[src/rtl/proc_iter_engine.sv]
// Iterative accumulate engine: on START it runs niter iterations at one per clock.
// Each iteration updates a linear accumulator and a square accumulator from a stepped x.
module proc_iter_engine #(
   parameter int CNT_W  = 32,
   parameter int DATA_W = 64
) (
   input  logic              clk,
   input  logic              nRESET,
   input  logic [3:0]        proc_cmd,
   input  logic [CNT_W-1:0]  niter,
   input  logic [DATA_W-1:0] constK,
   input  logic [DATA_W-1:0] const1,
   input  logic [DATA_W-1:0] const2,
   output logic [3:0]        proc_status,
   output logic [DATA_W-1:0] proc_acc_dout,
   output logic [DATA_W-1:0] proc_pow_acc_dout,
   output logic [CNT_W-1:0]  iter_cnt
);

   typedef enum logic [1:0] {
      ST_IDLE    = 2'd0,
      ST_BUSY    = 2'd1,
      ST_DONE    = 2'd2,
      ST_ABORTED = 2'd3
   } state_t;

   localparam logic [3:0] CMD_START = 4'h1;
   localparam logic [3:0] CMD_ABORT = 4'h2;
   localparam logic [3:0] CMD_CLEAR = 4'h3;

   state_t            state_q, state_d;
   logic [DATA_W-1:0] acc_q, acc_d;
   logic [DATA_W-1:0] pow_q, pow_d;
   logic [DATA_W-1:0] x_q, x_d;
   logic [DATA_W-1:0] k2_q, k2_d;
   logic [CNT_W-1:0]  cnt_q, cnt_d;
   logic [CNT_W-1:0]  n_q, n_d;
   logic [3:0]        cmd_prev_q;

   logic              cmd_ev;
   logic [CNT_W-1:0]  cnt_inc;
   logic [63:0]       x_lo;
   logic [63:0]       sq;

   assign cmd_ev  = (proc_cmd != cmd_prev_q);
   assign cnt_inc = cnt_q + 1'b1;
   // Square uses only the low 32 bits of x, giving an exact 64-bit product.
   assign x_lo    = {32'b0, x_q[31:0]};
   assign sq      = x_lo * x_lo;

   always_comb begin
      state_d = state_q;
      acc_d   = acc_q;
      pow_d   = pow_q;
      x_d     = x_q;
      k2_d    = k2_q;
      cnt_d   = cnt_q;
      n_d     = n_q;
      case (state_q)
         ST_BUSY: begin
            // Abort wins over the iteration of the same edge, including the last one.
            if (cmd_ev && proc_cmd == CMD_ABORT) begin
               state_d = ST_ABORTED;
            end else begin
               acc_d = acc_q + x_q;
               pow_d = pow_q + DATA_W'(sq);
               x_d   = x_q + k2_q;
               cnt_d = cnt_inc;
               if (cnt_inc == n_q) state_d = ST_DONE;
            end
         end
         default: begin
            if (cmd_ev && proc_cmd == CMD_START) begin
               acc_d   = constK;
               pow_d   = '0;
               x_d     = const1;
               n_d     = niter;
               k2_d    = const2;
               cnt_d   = '0;
               state_d = (niter == '0) ? ST_DONE : ST_BUSY;
            end else if (cmd_ev && proc_cmd == CMD_CLEAR) begin
               acc_d   = '0;
               pow_d   = '0;
               cnt_d   = '0;
               state_d = ST_IDLE;
            end
         end
      endcase
   end

   always_ff @(posedge clk) begin
      if (!nRESET) begin
         state_q    <= ST_IDLE;
         acc_q      <= '0;
         pow_q      <= '0;
         x_q        <= '0;
         k2_q       <= '0;
         cnt_q      <= '0;
         n_q        <= '0;
         cmd_prev_q <= '0;
      end else begin
         state_q    <= state_d;
         acc_q      <= acc_d;
         pow_q      <= pow_d;
         x_q        <= x_d;
         k2_q       <= k2_d;
         cnt_q      <= cnt_d;
         n_q        <= n_d;
         cmd_prev_q <= proc_cmd;
      end
   end

   assign proc_status       = {2'b0, state_q};
   assign proc_acc_dout     = acc_q;
   assign proc_pow_acc_dout = pow_q;
   assign iter_cnt          = cnt_q;

endmodule

[config.mk]
export PLATFORM = sky130hd
export DESIGN_NAME = proc_iter_engine
export DESIGN_NICKNAME = d
export VERILOG_FILES = /design/src/rtl/proc_iter_engine.sv
export SDC_FILE = /design/constraint.sdc
export NUM_CORES = 2
export LEC_CHECK = 0
export BUFFER_PORTS_ARGS = -buffer_cell sky130_fd_sc_hd__buf_2
export CORE_AREA = 8 8 320 322
export CTS_BUF_LIST = sky130_fd_sc_hd__clkbuf_2
export DETAILED_ROUTE_END_ITERATION = 12
export DIE_AREA = 0 0 328 330
export MAX_ROUTING_LAYER = met4
export PLACE_DENSITY = 0.82
export SLEW_MARGIN = 20
export SYNTH_ARGS = -nofsm -noshare
export SYNTH_HDL_FRONTEND = slang
export SYNTH_SLANG_ARGS = --single-unit
[constraint.sdc]
create_clock -name clk -period 9 [get_ports clk]
set_input_delay 0.45 -clock clk [delete_from_list [all_inputs] [get_ports clk]]
set_output_delay 0.45 -clock clk [all_outputs]
set_load 0.05 [all_outputs]
# Word-level counts from Yosys, hierarchy flattened
# Cells that the tools add are included.
[totals]
register_bits = 326
input_bits = 230
[op_classes]
n_addsub = 4
n_reduce_logical = 10
n_mul = 1
n_mux = 20
n_bitwise = 1
eq_ne = 8
[ops]
columns = ["cell", "count"]
rows = [
  ["$mux 64", 10],
  ["$add 64x64->64", 3],
  ["$mux 32", 4],
  ["$mul 32x32->64", 1],
  ["$add 32x1->32 const B", 1],
  ["$eq 32x32->1", 1],
  ["$logic_not 32->1", 1],
  ["$mux 2", 6],
  ["$eq 4x2->1 const B", 2],
  ["$reduce_and 2->1", 4],
  ["$eq 4x1->1 const B", 1],
  ["$ne 4x4->1", 1],
  ["$logic_and 1x1->1", 3],
  ["$ne 3x3->1 const B", 1],
  ["$reduce_bool 3->1", 1],
  ["$eq 2x1->1 const B", 1],
  ["$ne 2x2->1 const B", 1],
  ["$reduce_bool 2->1", 1],
  ["$not 1->1", 1],
]

# Logic depth before layout (Yosys ltp)
[logic_depth]
ltp_word = 5
mapped_depth = 31
mapped_depth_nobuf = 28

# Least setup slack after synthesis
# OpenSTA, ideal clock, no wires.
[synth_path]
path_kind = "register to register"
from = "register x_q[22]"
to = "register pow_q[57] (netlist: proc_pow_acc_dout[57])"
stages_incl_launch_ff = 29
path_buffers = 3
required_ns = 8.881
arrival_ns = 7.577
setup_time_ns = 0.119
synth_period_minus_slack_ns = 7.696
setup_slack_ns = 1.304
path_cell_list = "dfxtp_1 -> clkbuf_1 -> clkbuf_1 -> nand2_1 -> fa_1 -> fa_1 -> inv_1 -> fa_1 -> inv_1 -> fa_1 -> inv_1 -> fa_1 -> fa_1 -> fa_1 -> inv_1 -> fa_1 -> inv_1 -> ha_1 -> clkbuf_1 -> and3_1 -> nand2_1 -> nor4_1 -> o311a_1 -> o21ai_0 -> o21ai_0 -> a31oi_1 -> o21bai_1 -> mux2i_1 -> nand2_1"
[synth_via]
elab_chain_len = 4
[synth_lines]
columns = ["element", "line_no", "rtl"]
rows = [
  ["start, declared", "34", "logic [DATA_W-1:0] x_q, x_d;"],
  ["start signal, assigned", "96", "x_q <= '0;"],
  ["start signal, assigned", "105", "x_q <= x_d;"],
  ["$mul 32x32->64", "49", "assign sq = x_lo * x_lo;"],
  ["$add 64x64->64", "66", "pow_d = pow_q + DATA_W'(sq);"],
  ["$mux 64", "62", "if (cmd_ev && proc_cmd == CMD_ABORT) begin"],
  ["$mux 64", "59", "case (state_q)"],
  ["end signal, assigned", "104", "pow_q <= pow_d;"],
  ["end, declared", "33", "logic [DATA_W-1:0] pow_q, pow_d;"],
]
# Every way passes these cells. The select of a mux whose other input is x is not followed.
# A chain may end at the register's enable or synchronous reset.

# Worst setup path after layout
[layout_path]
from = "register x_q[5]"
to = "register pow_q[60] (netlist: proc_pow_acc_dout[60])"
# The elaborated chain is that of the path after synthesis.

==> impl_metrics.ini <==
[global_routing]
grt_max_degree = 105
grt_pass1_wl_um = 294100
grt_pass1_vias = 52010
antenna_found_initial = 42
overflow = 0
grt_use_total = 0.3591

[sta]
finClkSkew_ns = 0.1696
setup_viol = 0
relSlewSlack = 0.2431
rsz0062_at_grt = no
worst_pin_slew_ns = 1.135
min_period_ns = 8.508
timing.hold.ws_ns = 0.1090
tns_ns = 0
fmax_mhz = 117.5
finalHoldViolations = 0
drv_slew = 0
period_share = 0.9454

[floorplan]
dieArea_um2 = 108200
die_h_um = 330
die_w_um = 328
start_util = 0.5338
fp.coreArea_um2 = 97410
fp-row-count = 115
ioPinCount = 394

[synth]
synth_top_family_by_area = adder cells
synth_top_cell_by_area = fa_1
synth_compound_area_frac = 0.1371
ys_warn_count = 0
synthesis.instances = 6282
ys_ff_latch = 326
async_flop_share = 0
synthFlopType = dfxtp_1
synthXorXnorAreaFrac = 0.03992
synthTopCellsByCount = 1242 x inv_1, 874 x fa_1, 807 x nand2_1
ys_top_cells_by_area = fa_1 34%, dfxtp_1 13%, ha_1 9.2%
synth_edf_count = 0
syn_avg_cell_area_um2 = 8.277
yosysSeqAreaShare = 0.1255
synth-simple-area-share = 0.1527
synth_most_common_cell = inv_1
synth.area.mux_share = 0.002358
synth_top_area_share = 0.3365
ys_types = 82
syn_area_um2 = 51990
synth-adder-area-share = 0.4282

[worst_hold_path]
hold_path_depth = 4
min_to = x_q[54]$_SDFFE_PN0P_
hold_path.class = input pin to flop
hold_start = const1[54]

[layout]
drive_gt1_frac = 0.09622
fill_cells = 8030
area_growth_pct = 16.58
fin_nets = 8463

[placement]
gp_congestion = 1.012
dpl.hpwl_um = 137700
io_buffers = 391

[worst_setup_path]
critPathMaxStageDelay_ns = 0.53
cp_slowest_cell = fa_1
reg2reg_from = x_q[5]$_SDFFE_PN0P_
cp.required_ns = 10.14
rrSetupSlack_ns = 0.49
reg2regPathDepth = 29
endpoint_kind = flop
critical_path.max_fanout = 21
worstSetupPathType = flop to flop
worstPathArrival_ns = 9.65
start_kind = flop
crit_top_cell = fa_1
worstReg2RegEnd = proc_pow_acc_dout[60]$_SDFFE_PN0P_

[clock_tree]
cts_buffer_depth = 3
clock_latency_ns = 1.34
post_cts_buffers = 0
cts-buffers-inserted = 93
numClockSinks = 326
cts_tree = done
cts.reportedPaths.clkPinSlew_ns = 0.12
root_buffer = clkbuf_2
htreeDepth = 3

[pwr]
powerDensity_nw_per_um2 = 74.47
ir_drop_mv = 0.1462
power_leakage_nw = 31.12

[routing]
wl_per_cell_um = 22.42
dr.pass1.iters = 8
wl_um = 187800
vias = 49180
dr.first_iter.drc_count = 4940
avgViaCountPerCell = 5.872
drc = 0
antenna_left = 0

[run]
drv_cap = 0

[status]
status = finished, final reports clean
==> cells by family after synthesis <==
kind of cell	Yosys count
adder cells (fa/ha/maj)	1255
buffers and inverters	1576
flip-flops	326
AND/OR/NAND/NOR	1734
AO/OA/AOI/OAI	1141
multiplexers	12
XOR/XNOR	237
other	1
==> metal layers <==
layer  up-vias  track usage  routed length [um]
met5         -            -                   0
met4         0       0.2079               12930
met3       900       0.1135               20490
met2      3029       0.5582               86210
met1     23830       0.4090               68170
li1      21420            -                   -
==> state kept, by name, summed over array words and instances (netlist names) <==
name,flops
proc_acc_dout,64
iter_cnt,32
cmd_prev_q,4
state_q,2
k2_q,64
x_q,64
proc_pow_acc_dout,64
n_q,32
==> power by group <==
part | switching, W | internal, W | total [W]
logic | 0.00108 | 0.000652 | 0.00174
clock network | 0.000803 | 0.000402 | 0.00121
registers | 0.0000818 | 0.00149 | 0.00157
==> layout by cell type (no fill, tap or decap), types with 30 or more instances in the layout <==
cell and instances:
dfxtp_1 326, a21oi_1 403, and2_1 225, ha_1 381, nand4_1 77, nand3_1 62, a21o_1 93, nor3_1 78
fa_1 874, buf_4 85, a211oi_1 30, xor2_1 87, clkbuf_2 128, xnor2_1 150, a22oi_1 38, nor2_1 319
buf_2 391, diode_2 43, a31oi_1 42, o21bai_1 41, inv_1 1242, dlygate4sd3_1 448, nand2_1 805, a221oi_1 72
o21ai_0 242
==> worst max-delay path: cells and delay by family (launching register included) <==
family	cells	cell delay [ns]
compound gates	7	1.70
xor+xnor	1	0.18
fa+ha+maj	9	3.89
buf+inv	8	1.03
flops	1	0.49
simple gates	4	1.02
==> final cells by class <==
type | instances | area [um2] | area share
Antenna cell | 43 | 107.6 | 0.001775
Clock inverter | 35 | 182.7 | 0.003014
Timing Repair Buffer | 932 | 7238 | 0.1194
Tap cell | 1287 | 1610 | 0.02657
Clock buffer | 128 | 640.6 | 0.01057
Multi-Input combinational cell | 4381 | 39630 | 0.6538
Sequential cell | 326 | 6526 | 0.1077
Inverter | 1244 | 4677 | 0.07716
==> metrics by stage <==
stage | total power (W) | std cells | cell area (um2) | utilization | setup WS (ns)
global route | 0.004747 | 8373 | 60610 | 0.6222 | 0.008498
detailed placement | 0.003100 | 7721 | 55160 | 0.5662 | 0.4397
floorplan | 0.002592 | 6283 | 52000 | - | 1.304
CTS | 0.004439 | 8332 | 60460 | 0.6207 | 0.4568
finish | 0.004514 | 8376 | 60620 | 0.6223 | 0.4916
global placement | 0.003066 | 7721 | 55160 | 0.5662 | 0.6046
==> how the worst max path moves through the flow <==
stage	from	end	slack, ns	cells past startpoint
detailed placement	x_q[0]$_SDFFE_PN0P_	proc_pow_acc_dout[61]$_SDFFE_PN0P_	0.44	28
CTS	x_q[0]$_SDFFE_PN0P_	proc_pow_acc_dout[61]$_SDFFE_PN0P_	0.46	28
global placement	x_q[1]$_SDFFE_PN0P_	proc_pow_acc_dout[53]$_SDFFE_PN0P_	0.60	26
global route	x_q[18]$_SDFFE_PN0P_	proc_pow_acc_dout[60]$_SDFFE_PN0P_	0.008	26
floorplan	x_q[22]$_SDFFE_PN0P_	proc_pow_acc_dout[57]$_SDFFE_PN0P_	1.30	28
finish	x_q[5]$_SDFFE_PN0P_	proc_pow_acc_dout[60]$_SDFFE_PN0P_	0.49	29
==> timing repair <==
action | 4_1_cts | 5_1_grt
endpoints found under the hold margin | 258 | 0
endpoints found under the setup margin | 0 | 4
hold buffers | 448 | 0
gates resized for setup | 0 | 2
Power figures use the tool's default switching activity.
